**src/rtl/branch_resolve_ctrl.sv**
```systemverilog
// In-flight predicted-branch queue that checks BRU resolutions against the oldest prediction.
// Optional macro BRANCH_STATS_EN builds the resolved/mispredict statistics counters.
module branch_resolve_ctrl #(
    parameter int unsigned DEPTH     = 4,
    parameter int unsigned FLUSH_CYC = 2
) (
    input  logic                    clk,
    input  logic                    rst_n,
    input  logic                    push_valid,
    output logic                    push_ready,
    input  logic                    push_pred_taken,
    input  logic [31:0]             push_pred_pc,
    input  logic                    res_valid,
    input  logic                    res_taken,
    input  logic [31:0]             res_pc,
    output logic                    redirect_valid,
    output logic [31:0]             redirect_pc,
    output logic                    flush,
    output logic                    mispredict,
    output logic [$clog2(DEPTH):0]  occupancy,
    output logic                    err_underflow,
    output logic [31:0]             stat_branches,
    output logic [31:0]             stat_mispred
);

    localparam int unsigned PTR_W = $clog2(DEPTH);
    localparam int unsigned OCC_W = PTR_W + 1;
    localparam int unsigned CNT_W = $clog2(FLUSH_CYC) + 1;

    typedef enum logic [1:0] {
        ST_RUN,
        ST_REDIRECT,
        ST_RECOVER
    } state_e;

    typedef struct packed {
        logic        pred_taken;
        logic [31:0] pred_pc;
    } entry_t;

    entry_t             queue_q [DEPTH];
    state_e             state_q, state_d;
    logic [PTR_W-1:0]   wr_ptr_q, wr_ptr_d;
    logic [PTR_W-1:0]   rd_ptr_q, rd_ptr_d;
    logic [OCC_W-1:0]   occ_q, occ_d;
    logic [CNT_W-1:0]   cnt_q, cnt_d;
    logic               redirect_valid_q, redirect_valid_d;
    logic [31:0]        redirect_pc_q, redirect_pc_d;
    logic               flush_q, flush_d;
    logic               err_q, err_d;

    entry_t             head;
    logic               in_run;
    logic               do_resolve;
    logic               do_mis;
    logic               do_pop;
    logic               do_push;

    // Resolution compare against the head entry and push/pop qualification.
    always_comb begin
        in_run     = (state_q == ST_RUN);
        head       = queue_q[rd_ptr_q];
        do_resolve = in_run & res_valid & (occ_q != '0);
        do_mis     = do_resolve & ((res_taken != head.pred_taken) | (res_pc != head.pred_pc));
        do_pop     = do_resolve & ~do_mis;
        push_ready = in_run & ((occ_q < OCC_W'(DEPTH)) | res_valid);
        // A push alongside a mispredict is on the wrong path and is dropped.
        do_push    = push_valid & push_ready & ~do_mis;
    end

    // Next-state and registered-output computation.
    always_comb begin
        state_d          = state_q;
        cnt_d            = cnt_q;
        flush_d          = 1'b0;
        redirect_valid_d = do_mis;
        redirect_pc_d    = redirect_pc_q;
        err_d            = err_q | (in_run & res_valid & (occ_q == '0));
        occ_d            = occ_q + OCC_W'(do_push) - OCC_W'(do_pop);
        rd_ptr_d         = do_pop  ? rd_ptr_q + PTR_W'(1) : rd_ptr_q;
        wr_ptr_d         = do_push ? wr_ptr_q + PTR_W'(1) : wr_ptr_q;

        case (state_q)
            ST_RUN: begin
                if (do_mis) begin
                    state_d       = ST_REDIRECT;
                    flush_d       = 1'b1;
                    cnt_d         = CNT_W'(FLUSH_CYC - 1);
                    redirect_pc_d = res_pc;
                    occ_d         = '0;
                    rd_ptr_d      = '0;
                    wr_ptr_d      = '0;
                end
            end
            ST_REDIRECT: begin
                if (FLUSH_CYC > 1) begin
                    state_d = ST_RECOVER;
                    flush_d = 1'b1;
                end else begin
                    state_d = ST_RUN;
                end
            end
            ST_RECOVER: begin
                // cnt_q holds the flush cycles still owed including this one.
                if (cnt_q <= CNT_W'(1)) begin
                    state_d = ST_RUN;
                end else begin
                    cnt_d   = cnt_q - CNT_W'(1);
                    flush_d = 1'b1;
                end
            end
            default: begin
                state_d = ST_RUN;
            end
        endcase
    end

    always_ff @(posedge clk or negedge rst_n) begin
        if (!rst_n) begin
            state_q          <= ST_RUN;
            wr_ptr_q         <= '0;
            rd_ptr_q         <= '0;
            occ_q            <= '0;
            cnt_q            <= '0;
            redirect_valid_q <= 1'b0;
            redirect_pc_q    <= '0;
            flush_q          <= 1'b0;
            err_q            <= 1'b0;
            for (int unsigned i = 0; i < DEPTH; i++) begin
                queue_q[i] <= '0;
            end
        end else begin
            state_q          <= state_d;
            wr_ptr_q         <= wr_ptr_d;
            rd_ptr_q         <= rd_ptr_d;
            occ_q            <= occ_d;
            cnt_q            <= cnt_d;
            redirect_valid_q <= redirect_valid_d;
            redirect_pc_q    <= redirect_pc_d;
            flush_q          <= flush_d;
            err_q            <= err_d;
            if (do_push) begin
                queue_q[wr_ptr_q] <= '{pred_taken: push_pred_taken, pred_pc: push_pred_pc};
            end
        end
    end

    assign redirect_valid = redirect_valid_q;
    assign mispredict     = redirect_valid_q;
    assign redirect_pc    = redirect_pc_q;
    assign flush          = flush_q;
    assign occupancy      = occ_q;
    assign err_underflow  = err_q;

`ifdef BRANCH_STATS_EN
    logic [31:0] stat_br_q, stat_br_d;
    logic [31:0] stat_mp_q, stat_mp_d;

    // Saturating event counters.
    always_comb begin
        stat_br_d = stat_br_q;
        stat_mp_d = stat_mp_q;
        if (do_resolve && (stat_br_q != '1)) begin
            stat_br_d = stat_br_q + 32'd1;
        end
        if (do_mis && (stat_mp_q != '1)) begin
            stat_mp_d = stat_mp_q + 32'd1;
        end
    end

    always_ff @(posedge clk or negedge rst_n) begin
        if (!rst_n) begin
            stat_br_q <= '0;
            stat_mp_q <= '0;
        end else begin
            stat_br_q <= stat_br_d;
            stat_mp_q <= stat_mp_d;
        end
    end

    assign stat_branches = stat_br_q;
    assign stat_mispred  = stat_mp_q;
`else
    assign stat_branches = 32'h0;
    assign stat_mispred  = 32'h0;
`endif

endmodule
```
**config.mk**
```make
export PLATFORM = sky130hd
export DESIGN_NAME = branch_resolve_ctrl
export DESIGN_NICKNAME = d
export VERILOG_FILES = /design/src/rtl/branch_resolve_ctrl.sv
export SDC_FILE = /design/constraint.sdc
export NUM_CORES = 1
export LEC_CHECK = 0
export BUFFER_PORTS_ARGS = -buffer_cell sky130_fd_sc_hd__buf_2
export CORE_UTILIZATION = 49
export DETAILED_ROUTE_END_ITERATION = 10
export HOLD_SLACK_MARGIN = 0.06
export MAX_ROUTING_LAYER = met4
export PLACE_DENSITY = 0.72
export SETUP_SLACK_MARGIN = 0.15
export SLEW_MARGIN = 20
export SYNTH_ARGS = -nofsm -noshare
export SYNTH_HDL_FRONTEND = slang
export SYNTH_SLANG_ARGS = --single-unit
```
**constraint.sdc**
```tcl
create_clock -name clk -period 4 [get_ports clk]
set_input_delay 0.4 -clock clk [delete_from_list [all_inputs] [get_ports clk]]
set_output_delay 0.4 -clock clk [all_outputs]
set_load 0.005 [all_outputs]
```
## Word level (Yosys, flattened, before mapping)

Index checks and enable logic that the tools add are counted.
W data, S select, Z words.

- Mux-type cells: 22
- $lt $le $gt $ge: 5
- Reductions and logical operators: 8
- $add $sub $neg: 5
- Bitwise logic cells: 14
- Equal/unequal tests: 7

Operator list:

| kind | count |
|---|---|
| $bwmux W132 | 1 |
| $mux W33 | 3 |
| $bmux W33 S2 | 1 |
| $demux W33 S2 | 1 |
| $ne A32 B32 Y1 | 1 |
| $mux W2 | 9 |
| $and A1 B1 Y1 | 8 |
| $ge A3 B3 Y1 const B | 2 |
| $mux W3 | 2 |
| $ne A2 B2 Y1 const B | 3 |
| $not A2 Y3 | 2 |
| $pmux W2 S3 | 1 |
| $add A2 B1 Y2 const B | 2 |
| $pmux W2 S2 | 1 |
| $reduce_and A2 Y1 | 2 |
| $add A3 B1 Y3 | 1 |
| $logic_not A3 Y1 | 1 |
| $lt A3 B1 Y1 const B | 1 |
| $lt A3 B3 Y1 const B | 1 |
| $or A1 B1 Y1 | 3 |
| $pmux W1 S3 | 1 |
| $reduce_and A3 Y1 | 1 |
| $reduce_bool A3 Y1 | 1 |
| $sub A3 B1 Y3 | 1 |
| 10 further kinds | 11 |

- Word-level logic and storage cells: 78
- Bits in registers: 178

## Logic depth before layout (Yosys ltp)

Gate-level depths: netlist of run 1.

- Depth after elaboration: 13
- Depth in mapped cells: 19

## Worst setup path before layout of run 1

OpenSTA, ideal clock, no wires.

- Kind: reg2reg
- From: register rd_ptr_q[1]
- To: register occ_q[2], in the netlist occupancy[2]
- Arrival time: 3581 ps
- Cell stages (with the launch flop): 19
- Clock period less this slack: 3700 ps
- Buffers on the path: 4
- Required time: 3881 ps
- Setup slack: 300 ps
- Path through: dfrtp_1 buf_2 buf_1 mux4_2 xnor2_1 nand4_1 nor4_4 a21o_1 buf_4 buf_4 nand2_1 ha_1 inv_1 ha_1 inv_1 fa_1 xor2_1 xnor2_1 nor2_1

- Longest elaborated chain between the ends: 13
- Elaborated cells on any way between the ends: 15

RTL lines:

| element | RTL line | RTL |
|---|---|---|
| start, declared | 44 | `logic [PTR_W-1:0] rd_ptr_q, rd_ptr_d;` |
| start signal, assigned | 135 | `rd_ptr_q <= rd_ptr_d;` |
| $not A2 Y3 (implied by the code) (*) | 62 | `head = queue_q[rd_ptr_q];` |
| $bmux W33 S2 (*) | 62 |  |
| $mux W33 (implied by the code) (*) (2 in a row) | 62 |  |
| $ne A32 B32 Y1 or $ne A1 B1 Y1 (tied branches) | 64 | `do_mis = do_resolve & ((res_taken != head.pred_taken) \| (res_pc != head.pred_pc));` |
| $or A1 B1 Y1 (*) | 64 |  |
| $and A1 B1 Y1 (*) | 64 |  |
| $not A1 Y1 | 65, 68 |  |
| $and A1 B1 Y1 | 68 | `do_push = push_valid & push_ready & ~do_mis;` |
| $add A3 B1 Y3 | 79 | `occ_d = occ_q + OCC_W'(do_push) - OCC_W'(do_pop);` |
| $sub A3 B1 Y3 | 79 |  |
| $mux W3 | 85 | `if (do_mis) begin` |
| $mux W3 (*) | 83 | `case (state_q)` |
| via occ_d[2] | 45 | `logic [OCC_W-1:0] occ_q, occ_d;` |
| end signal, assigned | 123 | `occ_q <= '0;` |
| end signal, assigned | 136 | `occ_q <= occ_d;` |
| end, declared | 45 |  |

The timed path passes the listed nets; every way through them passes the cells marked *. The select of a mux whose other input is x is not followed.
A chain may end at the register's enable or synchronous reset.

## Final worst setup path of run 1

- From: register rd_ptr_q[0]
- To: register occ_q[2], in the netlist occupancy[2]

The elaborated chain is that of the path after synthesis.

==> reports/metrics.cfg, run 1 <==
[setup_path]
worst_setup_path_end_kind = flop
critical_path_buf_inv_count = 5
critical_path_peak_fanout = 6
rr_startpoint = rd_ptr_q[0]
cp_data_required_time_ps = 4320
critical_path_class = reg2reg
slowest_stage = mux4_2
cpPeakStageDelay_ps = 510
reg2reg_slack_ps = 320
crit_chain = buf_6, buf_12, buf_12, mux4_2, xnor2_1, nand4_1, nor4_4, a21o_4, nand2_2, ha_4, inv_2, ha_4, inv_2, fa_2, xor2_2, xnor2_1, nor2_1
reg2reg_depth = 17
arrival_ps = 4000
crit_start = rd_ptr_q[0]
r2r_end = occupancy[2]
cpLargestDelayFamily = adder cells
cp-endpoint = occupancy[2]
cp.depth = 17
cp-start-kind = flop

[cells_and_area]
design_area_um2 = 9990
syn_to_final_growth_pct = 16.2
num-fill-cells = 1340
fin_nets = 778
final_util = 0.580
final_cells = 941
drive_above_1_share = 0.468

[yosys]
synthCells = 577
synth_area_leaders = dfrtp_1 (52%), mux2_2 (14%), mux4_2 (8.6%), mux2_1 (7.1%), buf_4 (5.9%)
synth_area_leader_cell = dfrtp_1
ys_seq_elements = 178
netlist_area_um2 = 8600
yosys_warnings = 0
ys_types = 39
yosysSeqAreaShare = 0.518
yosysTopAreaCellShare = 0.518
synth_most_common_cell = dfrtp_1
netlist_top_cells_count = dfrtp_1 (178), mux2_2 (110), buf_4 (68)
synth_edf_count = 0
synth-async-reset-ratio = 1.00
synth_area_per_cell_um2 = 14.9
ys.flop_type = dfrtp_1

[power_and_ir_drop]
p_leak_uw = 0.00445
peakVddDrop_mv = 0.363
power.density_nw_per_um2 = 714

[floorplanning]
start_util = 0.499
rows = 48
die_w_um = 134
die_area_um2 = 18100
die_h_um = 134
io_pins = 174
core-area_um2 = 17200

[global_route]
antenna_found_initial = 2
first_global_vias = 5215
grt_usage = 0.213
grt_max_degree = 110
gr-total-overflow = 0
grt_pass1_wl_mm = 28.0

[clocking]
cts_root_buffer = clkbuf_16
clockBufferDepth = 2
clkTransAtPathRegs_ps = 70
clk_latency_ps = 430
cts_num_sinks = 178
htreeDepth = 4
cts_tree = done
cts_made_buffers = 17

[placement]
placedInstanceArea_um2 = 9130
dpl.cell_count = 897
gp_congestion = 0.745
portBuffers = 109
hpwl_mm = 11.8

[timing]
holdWs_ps = 95.7
setup_viol_count_final = 0
post-route-period-util = 0.919
tns_ps = 0
timing_hold_violations_final = 0
min_period_ps = 3680
rsz0062_at_grt = no
drv_slew = 0
skew_ps = 9.43
tightest_slew_ps = 994
max_freq_mhz = 272
max-slew-margin-rel = 0.337

[route]
drt_iter0_drc = 205
wl_mm = 17.5
viasPerCell = 5.21
final_antenna_net_count = 0
drcViolationCount = 0
post_drt_wl_per_cell_um = 18.5
firstDrtPassIters = 5
vias = 4900

[outcome]
status = finished, final reports clean

[hold_path]
hold_class = in2async

[flow_run]
max_cap_violations = 0

## worst min path at each step
| stage | start | endpoint | slack, ps | depth (start not counted) |
|---|---|---|---|---|
| 6_report | rst_n | queue_q[78] | 100 | 1 |
| 5_1_grt | rst_n | queue_q[78] | 180 | 1 |
| 4_1_cts | rst_n | queue_q[49] | 130 | 1 |
| 3_5_place_dp | err_underflow | err_underflow | 450 | 1 |
| 3_3_place_gp | err_underflow | err_underflow | 450 | 1 |
| 2_1_floorplan | rst_n | cnt_q[0] | 100 | 0 |
## report_power, final
part	switching (uW)	internal, uW	leakage [uW]
Sequential	430	2650	0.00216
Combinational	945	1380	0.00200
Clock	699	1030	0.000289
Total	2070	5060	0.00445
## what timing repair did
action                                  CTS  global route
hold buffers                              0             0
buffers inserted                          2             6
gates resized for setup                   1            25
endpoints found under the setup margin    1             1
pin swaps                                 0            16
gates cloned                              0             1
## per-stage QoR
step                      worst slack (ps)  power (uW)
final                                  323        7140
after global routing                   120        7570
after CTS                              196        7150
after detailed placement              95.8        5380
after global placement                 216        5220
after floorplan                        300        4730
## routing by layer
layer / track usage / share of wire / vias to the layer above
met1: 0.268 / 0.43 / 2541
met5: - / 0 / -
met4: 0.0674 / 0.016 / 0
met3: 0.0476 / 0.054 / 24
li1: - / - / 2169
met2: 0.346 / 0.50 / 166
## layout make-up
class	instances	area, um2	share of cell area
Inverter	9	33.8	0.00338
Sequential cell	178	4460	0.446
Timing Repair Buffer	131	845	0.0845
Multi-Input combinational cell	363	3750	0.375
Clock inverter	11	153	0.0153
Antenna cell	4	10.0	0.00100
Tap cell	225	282	0.0282
Clock buffer	20	467	0.0467
## flip-flops by register name, indices dropped and copies added, names as in the netlist
name           cells
redirect_pc       32
queue_q          132
wr_ptr_q           2
err_underflow      1
state_q            2
occupancy          3
mispredict         1
cnt_q              2
flush              1
rd_ptr_q           2
## worst reg2reg max path, stage by stage, from the launching register on
cell and delay [ps]:
dfrtp_2 420, buf_6 150, buf_12 140, buf_12 100, mux4_2 510, xnor2_1 190, nand4_1 170, nor4_4 430
a21o_4 200, nand2_2 70, ha_4 250, inv_2 60, ha_4 120, inv_2 30, fa_2 360, xor2_2 160
xnor2_1 150, nor2_1 60
## kinds of logic after synthesis
logic type | Yosys count | synth area share
mux | 198 | 0.302
flops | 178 | 0.518
buf+inv | 99 | 0.0865
simple gates | 46 | 0.0300
xor+xnor | 36 | 0.0367
compound gates | 11 | 0.0132
fa+ha+maj | 8 | 0.0125
other cells | 1 | 0.000436
## cell usage in the layout (no fill, tap or decap), types with 6 or more instances in the layout
cell,Yosys,routed
nand2_1,10,8
dfrtp_1,178,176
nand4_1,7,7
xnor2_1,33,27
buf_2,3,108
mux2_1,54,54
mux2_2,110,110
clkbuf_16,0,18
conb_1,1,64
inv_1,8,6
mux4_2,33,33
buf_12,0,7
nor2_1,8,7
xnor2_2,0,6
buf_4,68,9
No activity file was read; power rests on OpenSTA's default activity.
==> run 2, diff against run 1 <==
Settings changed: CORE_UTILIZATION 49 to 45, PLACE_DENSITY 0.72 to 0.67.
==> run 2 against run 1 <==
Against the previous run:
- non-clock buffer count is 1 higher
- global-route usage is 1.6 points lower
- flip-flop and latch count stayed put
- routed wire length is 0.90% higher
- sequential share of layout area is 0.70 points higher
- clock power hardly changed
- count of clock-buffer cells in the layout is 2 lower
- largest cell class unchanged
- combinational power is 3% lower
- clock skew is 9.2 ps higher
- final cell count is 0.96% higher
==> reports/metrics.cfg, run 2 (synthesized netlist as in run 1, its figures left out) <==
[timing]
timing_hold_violations_final = 0
max-slew-margin-rel = 0.537
rsz0062_at_grt = no
tns_ps = 0
post-route-period-util = 0.904
skew_ps = 18.7
tightest_slew_ps = 694
min_period_ps = 3620
max_freq_mhz = 277
setup_viol_count_final = 0
drv_slew = 0

[cells_and_area]
fin_nets = 779
multi_input_comb_area_um2 = 3650
regMostFlops = queue_q
design_area_um2 = 9840
largest_reg_flops = 132
layout_common_cells = dfrtp_1 (176), mux2_2 (110), buf_2 (108)
syn_to_final_growth_pct = 14.4
num-fill-cells = 1575
seq_area_um2 = 4460
final_common_cell = dfrtp_1
drive_above_1_share = 0.445
final_cells = 950

[setup_path]
critical_path_buf_inv_count = 5
cp.depth = 17
cp-endpoint = occupancy[2]
rr_startpoint = rd_ptr_q[0]
reg2reg_slack_ps = 380
arrival_ps = 3930
worst_setup_path_end_kind = flop
reg2reg_depth = 17
cp_data_required_time_ps = 4310
crit_chain = buf_12, buf_4, mux4_2, xnor2_1, nand4_1, nor4_4, buf_4, a21o_2, nand2_1, ha_1, inv_1, ha_1, inv_1, fa_1, xor2_1, xnor2_1, nor2_1
cpPeakStageDelay_ps = 490
slowest_stage = mux4_2
critical_path_class = reg2reg
critical_path_peak_fanout = 13
cp-start-kind = flop
r2r_end = occupancy[2]
crit_start = rd_ptr_q[0]
cpLargestDelayFamily = adder cells

[power_and_ir_drop]
power.density_nw_per_um2 = 716
peakVddDrop_mv = 0.319
total_power_uw = 7050
p_leak_uw = 0.00440

[global_route]
gr-total-overflow = 0
grt_usage = 0.198
first_global_vias = 5207
antenna_found_initial = 2
grt_max_degree = 72
grt_pass1_wl_mm = 28.3

[outcome]
status = finished, final reports clean

[placement]
gp_congestion = 0.767
placedInstanceArea_um2 = 9120
hpwl_mm = 12.1
dpl.cell_count = 908
portBuffers = 109

[hold_path]
hp-start = res_pc[9]
hold_class = in2reg

[floorplanning]
die_h_um = 140
start_util = 0.460
rows = 50
io_pins = 174
die_w_um = 140
core-area_um2 = 18700
die_area_um2 = 19700

[clocking]
cts_tree = done
clkTransAtPathRegs_ps = 70
htreeDepth = 4
cts_made_buffers = 17
cts_num_sinks = 178
clk_latency_ps = 430
cts_root_buffer = clkbuf_16
clockBufferDepth = 2

[route]
drt_iter0_drc = 262
post_drt_wl_per_cell_um = 18.5
viasPerCell = 5.19
final_antenna_net_count = 0
drcViolationCount = 0
firstDrtPassIters = 4
wl_mm = 17.6
vias = 4926

[flow_run]
max_cap_violations = 0

==> run 2: area by class of cell <==
class | instances | share of cell area
antenna | 2 | 0.000509
clock buffer | 18 | 0.0436
clock inverter | 14 | 0.0181
inverter | 9 | 0.00343
multi-input combinational | 363 | 0.371
sequential | 178 | 0.453
tap | 234 | 0.0298
timing repair buffer | 132 | 0.0808
==> run 2: how the worst min path moves through the flow <==
stage,cells past startpoint,slack [ps],to
6_report,2,230,redirect_pc[9]
5_1_grt,2,230,redirect_pc[9]
4_1_cts,2,210,queue_q[24]
3_5_place_dp,1,470,queue_q[16]
3_3_place_gp,1,450,queue_q[49]
2_1_floorplan,0,100,cnt_q[0]
==> run 2: what timing repair did <==
item | 4_1_cts | 5_1_grt
hold buffers | 1 | 0
hold endpoints to repair | 69 | 0
resized for setup | 0 | 2
setup endpoints to repair | 0 | 1
setup buffers | 0 | 6
==> run 2: worst reg2reg max path: cells and delay by family, from the launching register on <==
family | cells | cell delay [ps]
adder cells (fa/ha/maj) | 3 | 770
buffers and inverters | 5 | 610
AND/OR/NAND/NOR | 4 | 610
AO/OA/AOI/OAI | 1 | 140
multiplexers | 1 | 490
flip-flops | 1 | 440
XOR/XNOR | 3 | 470
==> run 2: layer usage <==
layer / track usage / vias up / part of all wire
li1: - / 2181 / -
met1: 0.257 / 2580 / 0.46
met2: 0.313 / 148 / 0.49
met3: 0.0403 / 17 / 0.036
met4: 0.0584 / 0 / 0.011
met5: - / - / 0
==> run 2: where the power goes <==
part / switching [uW] / internal (uW)
logic: 923 / 1330
clock network: 721 / 993
registers: 427 / 2650
total: 2070 / 4980
==> run 2: stage by stage <==
step	setup slack [ps]	hold WS, ps	util
2_1_floorplan	300	104	-
3_3_place_gp	306	448	0.488
3_5_place_dp	266	472	0.488
4_1_cts	255	214	0.521
5_1_grt	145	225	0.526
6_report	384	233	0.526
==> run 3, diff against run 2 <==
--- a/config.mk
+++ b/config.mk
@@ -7,2 +7,3 @@
 export LEC_CHECK = 0
+export ABC_CLOCK_PERIOD_IN_PS = 4000
 export BUFFER_PORTS_ARGS = -buffer_cell sky130_fd_sc_hd__buf_2
--- a/constraint.sdc
+++ b/constraint.sdc
@@ -3,2 +3,2 @@
 set_output_delay 0.4 -clock clk [all_outputs]
-set_load 0.005 [all_outputs]
+set_load 0.1 [all_outputs]
==> run 3 against run 2 <==
Against the previous run:
- clock skew decreased by 3.9 ps
- combinational power grew 80%
- critical path depth decreased by 1
- via count is 0.99% lower
- clock power barely moved
- final cell count decreased by 1.2%
- die area unchanged
- sequential share of layout area up 0.15 points
- final area is 0.33% lower
- first-iteration DRC count is 22% lower
- critical path type unchanged
- largest power group is now combinational cells
==> reports/metrics.cfg, run 3 (synthesized netlist as in run 1, its figures left out) <==
[route]
post_drt_wl_per_cell_um = 18.9
final_antenna_net_count = 0
vias = 4877
firstDrtPassIters = 4
wl_mm = 17.7
drt_iter0_drc = 205
viasPerCell = 5.19
drcViolationCount = 0

[floorplanning]
die_area_um2 = 19700
start_util = 0.460
io_pins = 174
core-area_um2 = 18700
die_h_um = 140
rows = 50
die_w_um = 140

[timing]
tightest_slew_ps = 895
setup_viol_count_final = 0
rsz0062_at_grt = no
post-route-period-util = 0.915
timing_hold_violations_final = 0
tns_ps = 0
drv_slew = 0
skew_ps = 14.8
min_period_ps = 3660
max-slew-margin-rel = 0.404
max_freq_mhz = 273

[setup_path]
cp_data_required_time_ps = 4310
critical_path_buf_inv_count = 4
cp-start-kind = flop
cpPeakStageDelay_ps = 520
arrival_ps = 3970
rr_startpoint = rd_ptr_q[0]
slowest_stage = mux4_2
critical_path_peak_fanout = 14
crit_chain = buf_12, mux4_2, xnor2_1, nand4_1, nor4_4, buf_4, nand2_1, nor2_1, ha_1, inv_1, ha_1, inv_1, fa_1, xor2_1, xnor2_1, nor2_1
r2r_end = occupancy[2]
reg2reg_depth = 16
worst_setup_path_end_kind = flop
critical_path_class = reg2reg
reg2reg_slack_ps = 340
cpLargestDelayFamily = adder cells

[clocking]
cts_root_buffer = clkbuf_16
htreeDepth = 4
cts_hold_buffers = 0
clk_latency_ps = 430
cts_tree = done
cts_num_sinks = 178
clkTransAtPathRegs_ps = 70
clockBufferDepth = 2
cts_made_buffers = 17

[power_and_ir_drop]
power.density_nw_per_um2 = 901
peakVddDrop_mv = 0.552
p_leak_uw = 0.00440
power_frac_comb = 0.457
internal-power_uw = 5000
seq_power_share = 0.349
power_switching_share = 0.434
power.switching_uw = 3830
p_clk_frac = 0.195

[global_route]
gr-total-overflow = 0
antenna_found_initial = 0
grt_max_degree = 108
grt_usage = 0.197
grt_pass1_wl_mm = 28.3
first_global_vias = 5144

[placement]
portBuffers = 109
gp_congestion = 0.749
hpwl_mm = 11.8
dpl.cell_count = 906

[outcome]
status = finished, final reports clean

[cells_and_area]
drive_above_1_share = 0.447
fin_nets = 770
layout_common_cells = dfrtp_1 (176), mux2_2 (110), buf_2 (108)
regMostFlops = queue_q
final_cells = 939
largest_reg_flops = 132
antenna_cells = 0
final_common_cell = dfrtp_1
syn_to_final_growth_pct = 14.1

[flow_run]
max_cap_violations = 0

[hold_path]
hold_class = in2async

run 3: cell count changes in the layout (fill, tap and decap cells not counted), moves of 2 or more:
cell        before  now
clkinv_2         1    3
xnor2_1         33   28
diode_2          2    0
xnor2_2          0    5
clkinvlp_4       4    2
buf_4           17    8
run 3: routing by layer:
layer / vias to the layer above / GRT usage / wire length [um]
li1: 2158 / - / -
met1: 2557 / 0.254 / 8020
met2: 146 / 0.317 / 8810
met3: 16 / 0.0332 / 633
met4: 0 / 0.0642 / 267
met5: - / - / 0
run 3: layout make-up:
cell class	instances	area, um2
tap	234	293
fill	1583	8900
timing repair buffer	123	731
multi-input combinational	363	3690
clock inverter	14	175
sequential	178	4460
inverter	9	33.8
clock buffer	18	429
run 3: through the flow:
| step | setup WS, ps | power (uW) | hold slack (ps) | util | cell area (um2) |
|---|---|---|---|---|---|
| 3_3_place_gp | 312 | 6990 | 445 | 0.488 | 9120 |
| 2_1_floorplan | 253 | 6450 | 104 | - | 8840 |
| 4_1_cts | 259 | 8880 | 154 | 0.520 | 9730 |
| 6_report | 340 | 8840 | 92.0 | 0.524 | 9800 |
| 5_1_grt | 148 | 9240 | 161 | 0.524 | 9800 |
| 3_5_place_dp | 274 | 7150 | 457 | 0.488 | 9120 |
run 3: repair_timing:
action	4_1_cts	5_1_grt
setup endpoints to repair	0	1
resized for setup	0	7
setup buffers	0	0
run 3: power groups by stage:
stage               logic, uW  clock network (uW)  registers [uW]
global route             4240                1820            3180
CTS                      4040                1750            3080
finish                   4040                1720            3080
floorplan                2100                   0            4350
detailed placement       4040                   0            3110
global placement         3950                   0            3040
run 3: how the worst max path moves through the flow:
stage | endpoint | slack (ps) | from | depth (start not counted)
6_report | occupancy[2] | 340 | rd_ptr_q[0] | 16
5_1_grt | occupancy[2] | 150 | rd_ptr_q[0] | 16
4_1_cts | occupancy[2] | 260 | rd_ptr_q[0] | 16
3_5_place_dp | occupancy[2] | 270 | rd_ptr_q[0] | 16
3_3_place_gp | occupancy[2] | 310 | rd_ptr_q[0] | 16
2_1_floorplan | occupancy[2] | 250 | rd_ptr_q[1] | 18
